<file path="config.mk">
export PLATFORM = sky130hd
export DESIGN_NAME = encoder_param_stream_loader
export DESIGN_NICKNAME = d
export VERILOG_FILES = /design/src/rtl/encoder_param_stream_loader.sv
export SDC_FILE = /design/constraint.sdc
export NUM_CORES = 1
export LEC_CHECK = 0
export ABC_AREA = 1
export ABC_CLOCK_PERIOD_IN_PS = 4050
export CAP_MARGIN = 10
export CORE_ASPECT_RATIO = 1.5
export CORE_MARGIN = 2
export CORE_UTILIZATION = 55
export DETAILED_ROUTE_END_ITERATION = 8
export PLACE_DENSITY = 0.83
export SYNTH_ARGS = -nofsm -noshare
export SYNTH_HDL_FRONTEND = slang
export SYNTH_SLANG_ARGS = --single-unit
</file>
<file path="constraint.sdc">
create_clock -name clk -period 4.05 [get_ports clk]
set_input_delay 0.81 -clock clk [delete_from_list [all_inputs] [get_ports clk]]
set_output_delay 0.81 -clock clk [all_outputs]
set_load 0.03 [all_outputs]
</file>
<file path="src/rtl/encoder_param_stream_loader.sv">
// Run-time loader for encoder parameters: a valid/ready beat stream fills an
// internal RAM in order, which is then read through a 2-stage addr/ce/q port.
module encoder_param_stream_loader #(
  parameter int PRECISION_0       = 16,
  parameter int PRECISION_1       = 3,
  parameter int TENSOR_SIZE_DIM_0 = 32,
  parameter int PARALLELISM_DIM_0 = 1,
  parameter int PARALLELISM_DIM_1 = 1,
  localparam int DEPTH      = TENSOR_SIZE_DIM_0 / PARALLELISM_DIM_0,
  localparam int LANES      = PARALLELISM_DIM_0 * PARALLELISM_DIM_1,
  localparam int ADDR_WIDTH = $clog2(DEPTH) + 1
) (
  input  logic                           clk,
  input  logic                           rst,
  input  logic [PRECISION_0-1:0]         data_in [LANES],
  input  logic                           data_in_valid,
  output logic                           data_in_ready,
  input  logic                           reload,
  output logic                           load_done,
  input  logic [ADDR_WIDTH-1:0]          address0,
  input  logic                           ce0,
  output logic [PRECISION_0*LANES-1:0]   q0
);

  localparam int IDX_W = (DEPTH > 1) ? $clog2(DEPTH) : 1;
  localparam int WORD_W = PRECISION_0 * LANES;
  localparam logic [IDX_W-1:0] LAST_IDX = IDX_W'(DEPTH - 1);
  localparam logic [ADDR_WIDTH-1:0] DEPTH_A = ADDR_WIDTH'(DEPTH);

  // The fractional-bit count only describes the stored format; nothing here scales data.
  if (PRECISION_1 >= PRECISION_0) begin : g_frac_wider_than_word
  end

  typedef enum logic {
    ST_LOAD = 1'b0,
    ST_DONE = 1'b1
  } state_e;

  state_e            state_q, state_d;
  logic [IDX_W-1:0]  wr_ptr_q, wr_ptr_d;
  logic [WORD_W-1:0] stage1_q;
  logic [WORD_W-1:0] q0_q;
  logic [WORD_W-1:0] beat;
  logic [WORD_W-1:0] rd_word;
  logic              wr_en;

  logic [WORD_W-1:0] ram [DEPTH];

  // NOTE: every always_comb output gets a default first so no path leaves it
  // unassigned -- that is what keeps these blocks from inferring latches.
  always_comb begin
    beat = '0;
    for (int j = 0; j < LANES; j++) begin
      beat[PRECISION_0*j +: PRECISION_0] = data_in[j];
    end
  end

  always_comb begin
    state_d       = state_q;
    wr_ptr_d      = wr_ptr_q;
    data_in_ready = 1'b0;
    load_done     = (state_q == ST_DONE);
    unique case (state_q)
      ST_LOAD: begin
        data_in_ready = !reload;
        if (reload) begin
          wr_ptr_d = '0;
        end else if (data_in_valid) begin
          if (wr_ptr_q == LAST_IDX) begin
            wr_ptr_d = '0;
            state_d  = ST_DONE;
          end else begin
            wr_ptr_d = wr_ptr_q + 1'b1;
          end
        end
      end
      ST_DONE: begin
        if (reload) begin
          state_d  = ST_LOAD;
          wr_ptr_d = '0;
        end
      end
      default: begin
        state_d  = ST_LOAD;
        wr_ptr_d = '0;
      end
    endcase
  end

  // NOTE: sequential state is updated with non-blocking assignments only, so
  // every register samples the pre-edge values regardless of block ordering.
  always_ff @(posedge clk) begin
    if (rst) begin
      state_q  <= ST_LOAD;
      wr_ptr_q <= '0;
    end else begin
      state_q  <= state_d;
      wr_ptr_q <= wr_ptr_d;
    end
  end

  assign wr_en = data_in_valid && data_in_ready && !rst;

  // NOTE: the RAM array is deliberately left out of reset; clearing it would
  // force a flop array, and a fresh load overwrites it from address 0 anyway.
  always_ff @(posedge clk) begin
    if (wr_en) begin
      ram[wr_ptr_q] <= beat;
    end
  end

  // Out-of-range addresses read as zero; the write pointer never goes there.
  assign rd_word = (address0 < DEPTH_A) ? ram[address0[IDX_W-1:0]] : '0;

  always_ff @(posedge clk) begin
    if (rst) begin
      stage1_q <= '0;
      q0_q     <= '0;
    end else if (ce0) begin
      stage1_q <= rd_word;
      q0_q     <= stage1_q;
    end
  end

  assign q0 = q0_q;

endmodule

</file>
# Word-level counts from Yosys, hierarchy flattened
# Memory sizes are Yosys's and may differ from the RTL's.
# Cells that the tools add are included.
# word_totals
reg_bits	38
latch_bits	0
mem_bits_rw	512
romBits	0
inputBits	27
out_inout_bits	18
word_cells	30
n_memories	1
# op_classes
n_addsub	1
multipliers	0
n_div	0
n_lt_le_gt_ge	1
n_eq_ne	3
n_shift	0
muxes	14
bitwise	1
reduce_logical	5
# mem_list
name	words	word_bits	read_ports	rd_clocked_by_memory_dff	wr	line	rtl
ram	32	16	1	0	1	47	logic [WORD_W-1:0] ram [DEPTH];
# op_table
op	n
two-way mux 5 bit	4
two-way mux 16 bit	1
one-hot mux 5 bit (2 select lines)	1
two-way mux 1 bit	7
< comparator 6 bit (second input constant)	1
adder 5 x 1 -> 5 bit (second input constant)	1
equality test 5 bit (second input constant)	1
!= test 3 bit (second input constant)	1
logical AND 1 bit	2
logical NOT 1 bit	2
!= test 2 bit (second input constant)	1
one-hot mux 1 bit (2 select lines)	1
AND reduction 2 bit	1
NOT 1 bit	1

# Longest topological paths before layout
# Gate-level depths: netlist of the first run.
# depth
word_depth	6
ltp_mapped	12
depth_no_buf	9

# Worst setup path before layout of the first run
# Ideal clock, no wire load.
# synth_path
path_kind	input-to-reg
start	input rst
end	memory ram[19][0] (netlist name) (enable)
setup_time_ps	430
arrival_ps	2805
t_required_ps	3620
setup_slack_ps	815
stages	4
n_path_buf	1
cell_sequence	clkbuf_1 nor2_1 inv_1 nor4_1
# synth_between
elab_chain_cells	4
# synth_lines
element	line	rtl
start, declared	14	input logic rst,
logical NOT 1 bit	102	assign wr_en = data_in_valid && data_in_ready && !rst;
logical AND 1 bit	102	
two-way mux 1 bit	107	if (wr_en) begin
two-way mux 1 bit (not written as such)	108	ram[wr_ptr_q] <= beat;
end, declared	47	
# No other way between the ends.

# Final worst setup path of the first run
# layout_path
start	input reload
end	output data_in_ready
# layout_between
elab_chain_cells	2
# layout_lines
element	line	rtl
start, declared	18	input logic reload,
logical NOT 1 bit	65	data_in_ready = !reload;
two-way mux 1 bit	63	unique case (state_q)
end, declared	17	output logic data_in_ready,
# No other way between the ends.

==> impl_results.md, run 1 <==
- Bufs on Longest Clock Path: 3
- First-pass GRT wire length: 84600 µm
- Yosys warnings: 0
- Final Non-Filler Cells: 2556
- Vias/cell: ~6.0
- Synth unique cells: 22
- Largest family of logic cells by synthesized area: simple AND/OR/NAND/NOR gates
- Post-synthesis sequential area ratio: 0.720
- Comb power frac: 0.063
- Setup TNS: 0 ns
- Full die area: 42400 µm²
- Area growth syn-to-layout: 10.3%
- GRT Util Overall: 0.264
- DRC: 0
- RSZ-0062 raised after global routing: no
- Drt pass-1 iters: 8
- Grt ovf: 0
- Post_cts resized: 0
- Final Setup Violations: 0
- Root Buffer: clkbuf_16
- Switching share of total power: 0.219
- Clock power frac: 0.388
- Worst IR drop on VDD: 0.464 mV
- # port buffers: 44
- Routed wire per std cell: approximately 22 µm
- CP Launch Type: input port
- Simple-gate portion of the synthesized area: 0.230
- Antenna Nets Post-Route: 0
- Vias in the first global route: 15.3k
- Max-slew violations: 0
- CP arrival: 2.11 ns
- Post-Syn Area: 22400 µm²
- Cell Int Power: 8880 µW
- Clock Skew: about 0.015 ns
- Slowest-stage cell, CP: clkdlybuf4s50_1
- Flop pwr share: 0.549
- Post-layout min period: slightly below 3 ns
- Initial DRC count: 2124
- Final-layout fill cell count: 2825
- # hold bufs at CTS: 0
- Largest net degree at the start of global routing: 193
- Multi-input gate area: 5440 µm²
- Worst-Margin Slew: between 1 and 1.5 ns
- Net Count, Synth: between 2k and 2.5k
- Hpwl dp: 32600 µm
- Crit-path cells: clkdlybuf4s50_1 -> nor2_1 -> clkdlybuf4s50_1
- CTS Sinks: 550
- Share of cells above drive strength 1: 0.0698
- Antenna violations before repair: 1
- Nets: 2048
- Placement Rows: 90
- Reg clk slew, reported paths: ~0.070 ns
- Top Ports: between 40 and 50
- Die Wd: 169 µm
- Post-CTS setup buffer count: 0
- R2r startpoint: load_done
- Core area: between 40000 and 50000 µm²
- Most frequent cells in the layout: nand2_1 (827), edfxtp_1 (512), nand3_1 (375), buf_4 (61), clkbuf_16 (47)
- Worst Hold Class: flop to flop
- F_max: between 300 and 400 MHz
- Vias: 15.4k
- Post-synthesis mux area share: 0
- Worst slack, placed: 0.919 ns
- Clock buffer count from CTS: 45
- Setup Crit Path Kind: input port to primary output
- CP startpoint: reload
- Element type at the critical path end: primary output
- Syn Inst Count: between 1.5k and 2k
- Final period utilization: 0.722
- Status: completed
- TritonCTS clock tree: done
- CP Max Fanout: 3
- Sequential Area: 16100 µm²
- #FFs+latches synth: 550
- H-tree Lvls: 2
- Hold Vio Cnt, Final: 0
- Avg Cell Area, Syn: 11.3 µm²
- Clock latency on the worst-skew pair: 0.58 ns
- Slew margin rel.: 0.186
- Final wirelength: 56100 µm
- Hold Startpoint: q0[5]
- Commonest non-fill, non-tap cell in the layout: nand2_1
- Initial Utilization: 0.558
- Leakage: 0.00906 µW
- Final worst setup slack: ~1.1 ns
- Sw power: about 2500 µW
- Worst path top cell family by delay: buffers and inverters
- Slowest stage delay, CP: 0.69 ns
- Worst Path Required: 3.24 ns
- Bufs and invs on worst path: 2
- Max Cap Violations: 0
- CP dominant cell by count: clkdlybuf4s50_1
- Share of synthesized cell area in full adder, half adder and majority cells: 0.00335
- Post-synthesis xor/xnor area fraction: 0
- Synth Area in Compound Gates: 0.00943
- Placed insts: between 2k and 2.5k
- Pwr Density: between 400 and 500 nW/µm²
- Final RePlAce weighted congestion: 0.954
- Die Y: 251 µm
-- logic make-up after synthesis --
| family | count (synthesis) |
|---|---|
| and+or+nand+nor | 1245 |
| buffers and inverters | 135 |
| AOI/OAI and AO/OA | 41 |
| adders and majority gates | 6 |
| DFF | 550 |
-- cells in the mapped netlist --
library cell	number	area share
ha_1	6	0.0033
buf_8	1	0.00067
nand2_1	827	0.14
dfxtp_1	38	0.034
buf_1	14	0.0023
nor3_1	2	0.00045
nand3_1	375	0.084
inv_6	1	0.00039
clkbuf_1	29	0.0049
buf_6	24	0.012
inv_2	1	0.00017
buf_2	20	0.0045
a31oi_1	1	0.00028
nor2_1	40	0.0067
o21ai_0	2	0.00045
edfxtp_1	512	0.69
nor4_1	1	0.00028
buf_4	29	0.0097
a21oi_1	36	0.0080
inv_1	15	0.0025
buf_12	1	0.00089
a211oi_1	2	0.00067
-- metrics by stage --
step	util	hold WS, ns	instance area, µm²	total power [µW]
floorplan	-	0.436	22400	6780
global placement	0.578	0.457	23200	7030
detailed placement	0.578	0.455	23200	7050
CTS	0.615	0.464	24700	11400
global route	0.615	0.490	24700	11600
finish	0.615	0.462	24700	11400
-- power by group through the flow --
| stage | clock (µW) | combinational (µW) | sequential (µW) |
|---|---|---|---|
| final | 4410 | 715 | 6240 |
| after global placement | 0 | 672 | 6360 |
| after global routing | 4620 | 769 | 6240 |
| after CTS | 4430 | 698 | 6240 |
| after detailed placement | 0 | 693 | 6360 |
| after floorplan | 0 | 418 | 6360 |
-- cell type report --
type / instances / share of cell area
repair buffers: 109 / 0.0392
well taps: 506 / 0.0256
flip-flops and latches: 550 / 0.652
diodes: 1 / 0.000101
clock buffers: 64 / 0.0519
multi-input cells: 1292 / 0.220
inverters: 17 / 0.00288
clock inverters: 17 / 0.00789
-- path summary, 6_finish.rpt --
path / slack [ns] / endpoint / cells after the start
max reg2reg: 1.84 / ram[7][4] / 6
min reg2reg: 0.46 / q0[5] / 2
min: 0.46 / q0[5] / 2
max: 1.13 / data_in_ready / 3
-- worst min-delay path, stage by stage, from the launching register on --
cell and delay [ns]:
dfxtp_1 0.31, nand2_1 0.06, a21oi_1 0.05
-- routing by layer --
layer  up-vias  routed length, µm  part of all wire  global-route usage
li1       6871                  -                 -                   -
met4         0               4130             0.074               0.181
met3       217               5100             0.091              0.0474
met5         -                  0                 0                   0
met2       978              28300              0.50               0.455
met1      7362              18600              0.33               0.298
-- registers in the layout, indices dropped and copies added (netlist names) --
signal     cells
stage1_q      16
wr_ptr_q       5
load_done      1
q0            16
ram          512
No activity file was read; power rests on OpenSTA's default activity.
==> inputs of run 2 (changes only) <==
--- a/config.mk
+++ b/config.mk
@@ -6,13 +6,13 @@
 export NUM_CORES = 1
 export LEC_CHECK = 0
 export ABC_AREA = 1
-export ABC_CLOCK_PERIOD_IN_PS = 4050
+export ABC_CLOCK_PERIOD_IN_PS = 2600
 export CAP_MARGIN = 10
 export CORE_ASPECT_RATIO = 1.5
 export CORE_MARGIN = 2
 export CORE_UTILIZATION = 55
 export DETAILED_ROUTE_END_ITERATION = 8
-export PLACE_DENSITY = 0.83
+export PLACE_DENSITY = 0.86
 export SYNTH_ARGS = -nofsm -noshare
 export SYNTH_HDL_FRONTEND = slang
 export SYNTH_SLANG_ARGS = --single-unit
==> constraint.sdc (replaced) <==
create_clock -name clk -period 2.6 [get_ports clk]
set_input_delay 0.52 -clock clk [delete_from_list [all_inputs] [get_ports clk]]
set_output_delay 0.52 -clock clk [all_outputs]
set_load 0.03 [all_outputs]
==> impl_results.md, run 2 (same netlist as run 1, synthesis figures left out) <==
- Placed insts: 2498 (+0.97%)
- F_max: between 400 and 500 MHz
- # port buffers: 44 (unchanged)
- CTS Sinks: 550 (unchanged)
- CP Depth: 3 (unchanged)
- Crit-path cells: clkdlybuf4s50_1 -> nor2_1 -> clkdlybuf4s50_1
- Core area: 40200 µm² (unchanged)
- Biggest register: ram
- Routed wire per std cell: 23.2 µm (+5.5%)
- Final-layout fill cell count: 2810 (-0.53%)
- Final Non-Filler Cells: 2582 (+1.0%)
- Worst IR drop on VDD: 0.975 mV (+110%)
- Share of cells above drive strength 1: 0.0786 (+0.00876)
- Full die area: 42400 µm² (unchanged)
- Placement Rows: 90 (unchanged)
- Antenna violations before repair: 1 (unchanged)
- Status: completed
- CP startpoint: reload
- First-pass GRT wire length: 89000 µm (+5.2%)
- Die Y: 251 µm (unchanged)
- Slowest-stage cell, CP: clkdlybuf4s50_1
- CP dominant cell by count: clkdlybuf4s50_1
- Initial DRC count: 1962 (-7.6%)
- Largest register FFs: 512 (unchanged)
- Bufs on Longest Clock Path: 3 (unchanged)
- Multi-input gate area: 5450 µm² (+0.16%)
- TritonCTS clock tree: done
- Vias in the first global route: 15.2k (-0.15%)
- CP endpoint: data_in_ready
- Most frequent cells in the layout: nand2_1 (827), edfxtp_1 (512), nand3_1 (375), buf_4 (73), clkbuf_16 (47)
- Post-CTS setup buffer count: 0 (unchanged)
- Vias: 15.6k (+1.1%)
- Antenna Nets Post-Route: 0 (unchanged)
- Bufs and invs on worst path: 2 (unchanged)
- Hold Vio Cnt, Final: 0 (unchanged)
- Final worst setup slack: 0.235 ns (-0.891 ns)
- Worst path top cell family by delay: buffers and inverters
- Max-slew violations: 0 (unchanged)
- Post-Place Cell Area: 23600 µm² (+1.5%)
- Worst Hold Class: flop to flop
- Drt pass-1 iters: 6 (-2)
- Clock Skew: 0.0111 ns (-0.00386 ns)
- DRC: 0 (unchanged)
- Largest net degree at the start of global routing: 111 (-42%)
- RSZ-0062 raised after global routing: no
- CP Max Fanout: 3 (unchanged)
- Die Wd: 169 µm (unchanged)
- Element type at the critical path end: primary output
- Worst reg-to-reg path cell count: 8 (+2)
- Sequential Area: 16100 µm² (unchanged)
- Nets: 2072 (+1.2%)
- R2r setup slk: 0.72 ns (-1.12 ns)
- Hpwl dp: 36600 µm (+12%)
- Max Cap Violations: 0 (unchanged)
- Worst slack, placed: -0.0198 ns (-0.938 ns)
- Final wirelength: 59800 µm (+6.6%)
- Final RePlAce weighted congestion: 0.976 (+2.3%)
- Setup Crit Path Kind: input port to primary output
- Post-route design area: 25100 µm² (+1.5%)
- Commonest non-fill, non-tap cell in the layout: nand2_1
- H-tree Lvls: 2 (unchanged)
- CP arrival: 1.84 ns (-0.27 ns)
- Clock latency on the worst-skew pair: 0.57 ns (about the same)
- Grt ovf: 0 (unchanged)
- Post-layout min period: 2.36 ns
- CP Launch Type: input port
- Worst-Margin Slew: 0.563 ns (-0.656 ns)
- Worst r2r dst: ram[12][3]
- Slew margin rel.: 0.625 (+0.438)
- Reg clk slew, reported paths: 0.06 ns (about the same)
- GRT Util Overall: 0.284 (+0.0199)
- Pwr Density: 708 nW/µm² (+54%)
- Clock buffer count from CTS: 45 (unchanged)
- Worst Path Required: 2.08 ns (-1.16 ns)
- Leakage: 0.00922 µW (+1.7%)
- Post_cts resized: 0 (unchanged)
- Root Buffer: clkbuf_16
- Final Setup Violations: 0 (unchanged)
- # hold bufs at CTS: 0 (unchanged)
- Slowest stage delay, CP: 0.71 ns (+0.02 ns)
- Top Ports: 45 (unchanged)
- Area growth syn-to-layout: 11.9%
- Initial Utilization: 0.558 (unchanged)
- Final period utilization: 0.910
- R2r startpoint: load_done
- Vias/cell: 6.04 (+0.13%)
-- run 2: changes by cell type in the layout (fill, tap and decap cells not counted), sizes merged --
| cell | before | now |
|---|---|---|
| buf | 71 | 92 |
| clkbuf | 64 | 57 |
| clkinv | 10 | 15 |
| clkdlybuf4s50 | 38 | 41 |
| clkinvlp | 1 | 4 |
| bufinv | 4 | 5 |
-- run 2: worst min-delay path by stage --
stage            startpoint     end  slack [ns]  depth (start not counted)
2_1_floorplan  stage1_q[15]  q0[15]        0.44                          2
3_3_place_gp         q0[10]  q0[10]        0.45                          2
3_5_place_dp         q0[10]  q0[10]        0.46                          2
4_1_cts              q0[10]  q0[10]        0.47                          2
5_1_grt               q0[8]   q0[8]        0.49                          2
6_report             q0[10]  q0[10]        0.46                          2
-- run 2: metrics by stage --
stage	TNS (ns)	utilization	power [µW]	hold slack [ns]
after floorplan	0	-	10600	0.436
after global placement	-0.0848	0.587	11000	0.454
after detailed placement	-0.771	0.587	11100	0.459
after CTS	0	0.624	17800	0.467
after global routing	0	0.624	18200	0.492
final	0	0.624	17800	0.464
-- run 2: layer usage --
metal | vias to the layer above | track usage | wire length [µm]
met1 | 7331 | 0.327 | 19500
li1 | 6931 | - | -
met2 | 1078 | 0.473 | 28900
met3 | 265 | 0.0394 | 5540
met5 | - | 0 | 0
met4 | 0 | 0.233 | 5790
-- run 2: area by class of cell --
type	count	share of cell area
repair buffers	133	0.0524
diodes	1	0.0000997
multi-input cells	1292	0.217
clock inverters	26	0.0108
flip-flops and latches	550	0.643
well taps	506	0.0252
inverters	17	0.00284
clock buffers	57	0.0484
-- run 2: power by group --
part | switching [µW] | leakage, µW | internal [µW]
clock | 3020 | 0.000716 | 3830
combinational | 885 | 0.00359 | 320
sequential | 19.9 | 0.00491 | 9690
total | 3930 | 0.00922 | 13800
-- run 2: worst register-to-register path: cells and delay by family, from the launching register on --
family / cells / cell delay (ns)
buf+inv: 4 / 0.73
simple gates: 4 / 0.52
flops: 1 / 0.32
==> inputs of run 3 (changes only) <==
--- a/config.mk
+++ b/config.mk
@@ -11,6 +11,7 @@
 export CORE_ASPECT_RATIO = 1.5
 export CORE_MARGIN = 2
 export CORE_UTILIZATION = 55
+export CTS_CLUSTER_DIAMETER = 30
 export DETAILED_ROUTE_END_ITERATION = 8
 export PLACE_DENSITY = 0.86
 export SYNTH_ARGS = -nofsm -noshare
==> impl_results.md, run 3 (same netlist as run 1, synthesis figures left out) <==
- Status: completed
- Leakage: 0.00941 µW (+2.1%)
- Reg clk slew, reported paths: 0.06 ns (about the same)
- Nets: 2081 (+0.43%)
- R2r startpoint: load_done
- Grt ovf: 0 (unchanged)
- Hold Startpoint: q0[10]
- Flop pwr share: 0.515 (-0.032)
- Pwr Density: 740 nW/µm² (+4.6%)
- Post_cts resized: 0 (unchanged)
- Clock Skew: 0.0144 ns (+0.00331 ns)
- Clock power frac: 0.421 (+0.035)
- Worst-Margin Slew: 0.561 ns (-0.00171 ns)
- Element type at the critical path end: primary output
- CP arrival: 1.84 ns (about the same)
- Routed wire per std cell: 23.2 µm (+0.22%)
- Clock buffer count from CTS: 54 (+20%)
- Post-CTS setup buffer count: 0 (unchanged)
- Slew margin rel.: 0.626 (+0.00114)
- Vias/cell: 6.07 (+0.36%)
- Worst IR drop on VDD: 0.844 mV (-13%)
- DRC: 0 (unchanged)
- Worst Path Required: 2.08 ns (about the same)
- Comb power frac: 0.064 (-0.004)
- Multi-input gate area: 5450 µm² (unchanged)
- Area growth syn-to-layout: 13.6%
- Largest register FFs: 512 (unchanged)
- Worst Hold Class: flop to flop
- Final Util: 0.633 (+0.00924)
- Final-layout fill cell count: 2764 (-1.6%)
- TritonCTS clock tree: done
- Max-slew violations: 0 (unchanged)
- GRT Util Overall: 0.287 (+0.00249)
- Largest net degree at the start of global routing: 111 (unchanged)
- Initial Utilization: 0.558 (unchanged)
- Final Setup Violations: 0 (unchanged)
- Setup Crit Path Kind: input port to primary output
- Final period utilization: 0.908 (-0.00158)
- First-pass GRT wire length: 89500 µm (+0.60%)
- Bufs on Longest Clock Path: 3 (unchanged)
- Worst reg-to-reg path cell count: 8 (unchanged)
- Hold Vio Cnt, Final: 0 (unchanged)
- Antenna violations before repair: 1 (unchanged)
- Post-Place Cell Area: 23600 µm² (unchanged)
- Sequential Area: 16100 µm² (unchanged)
- Clock latency on the worst-skew pair: 0.58 ns (about the same)
- F_max: 424 MHz (+0.17%)
- Worst r2r dst: ram[17][3]
- Full die area: 42400 µm² (unchanged)
- Post-route design area: 25500 µm² (+1.5%)
- # hold bufs at CTS: 0 (unchanged)
- H-tree Lvls: 2 (unchanged)
- CP Launch Type: input port
- R2r setup slk: 0.69 ns (-0.03 ns)
- Most frequent cells in the layout: nand2_1 (827), edfxtp_1 (512), nand3_1 (375), buf_4 (73), clkbuf_16 (57)
- Final wirelength: 60300 µm (+0.92%)
- Switching share of total power: 0.229 (+0.00754)
- Max Cap Violations: 0 (unchanged)
- Cell Int Power: 14500 µW (+5.1%)
- Antenna Nets Post-Route: 0 (unchanged)
- Worst hold margin: 0.462 ns (-0.00219 ns)
- Final RePlAce weighted congestion: 0.976 (unchanged)
- Initial DRC count: 1967 (+0.25%)
- CTS Sinks: 550 (unchanged)
- Commonest non-fill, non-tap cell in the layout: nand2_1
- # port buffers: 44 (unchanged)
- Drt pass-1 iters: 7 (+1)
- Setup TNS: 0 ns (unchanged)
- Core area: 40200 µm² (unchanged)
- Post-layout min period: 2.36 ns (-0.00410 ns)
- Biggest register: ram
- Die Wd: 169 µm (unchanged)
- CP Max Fanout: 3 (unchanged)
- Vias in the first global route: 15.4k (+1.2%)
- Top Ports: 45 (unchanged)
- Placement Rows: 90 (unchanged)
- Root Buffer: clkbuf_16
- Worst hold endpoint: q0[10]
- Hpwl dp: 36600 µm (unchanged)
- Vias: 15.8k (+1.1%)
- Share of cells above drive strength 1: 0.0903 (+0.0117)
- Sw power: 4310 µW (+9.7%)
- RSZ-0062 raised after global routing: no
- Die Y: 251 µm (unchanged)
- Hold depth: 2 (unchanged)
## run 3: cell types whose count changed in the layout (fill, tap and decap cells not counted), moves of 2 or more
cell       change
clkbuf_16     +10
clkbuf_8       +2
inv_4          +2
clkinv_2       +2
inv_6          +3
clkinv_8       +3
clkbuf_1       -7
clkinv_4       +3
## run 3: area by class of cell
cell class | instances | area share
clock inverter | 39 | 0.0153
multi-input combinational | 1292 | 0.214
tap | 506 | 0.0249
sequential | 550 | 0.634
antenna | 1 | 0.0000983
inverter | 17 | 0.00280
timing repair buffer | 133 | 0.0516
clock buffer | 62 | 0.0575
## run 3: power by group through the flow
stage          Sequential, µW  Clock [µW]  Combinational (µW)
6_report                 9710        7930                1210
5_1_grt                  9710        8280                1280
4_1_cts                  9710        7950                1180
3_5_place_dp             9900           0                1160
3_3_place_gp             9900           0                1130
2_1_floorplan            9910           0                 651
## run 3: worst max path at each step
stage,slack [ns],cells after the start,from,to
6_report,0.24,3,reload,data_in_ready
4_1_cts,0.25,3,reload,data_in_ready
3_5_place_dp,-0.02,9,reload,ram[12][10]
3_3_place_gp,-0.006,9,reload,ram[0][13]
2_1_floorplan,0.24,6,rst,ram[0][0]
5_1_grt,0.21,3,reload,data_in_ready
## run 3: stage by stage
step	setup slack, ns	power, µW	instances
floorplan	0.238	10600	1977
global placement	-0.00603	11000	2498
detailed placement	-0.0198	11100	2498
CTS	0.247	18800	2599
global route	0.209	19300	2600
finish	0.239	18900	2600
## run 3: critical path: stages
cell	delay, ns
clkdlybuf4s50_1	0.44
nor2_1	0.17
clkdlybuf4s50_1	0.71
## run 3: metal layers
metal | up-vias | routed length, µm | GRT usage
met3 | 266 | 5510 | 0.0403
met1 | 7433 | 19700 | 0.329
li1 | 6950 | - | -
met2 | 1122 | 29200 | 0.475
met4 | 0 | 5930 | 0.240
met5 | - | 0 | 0
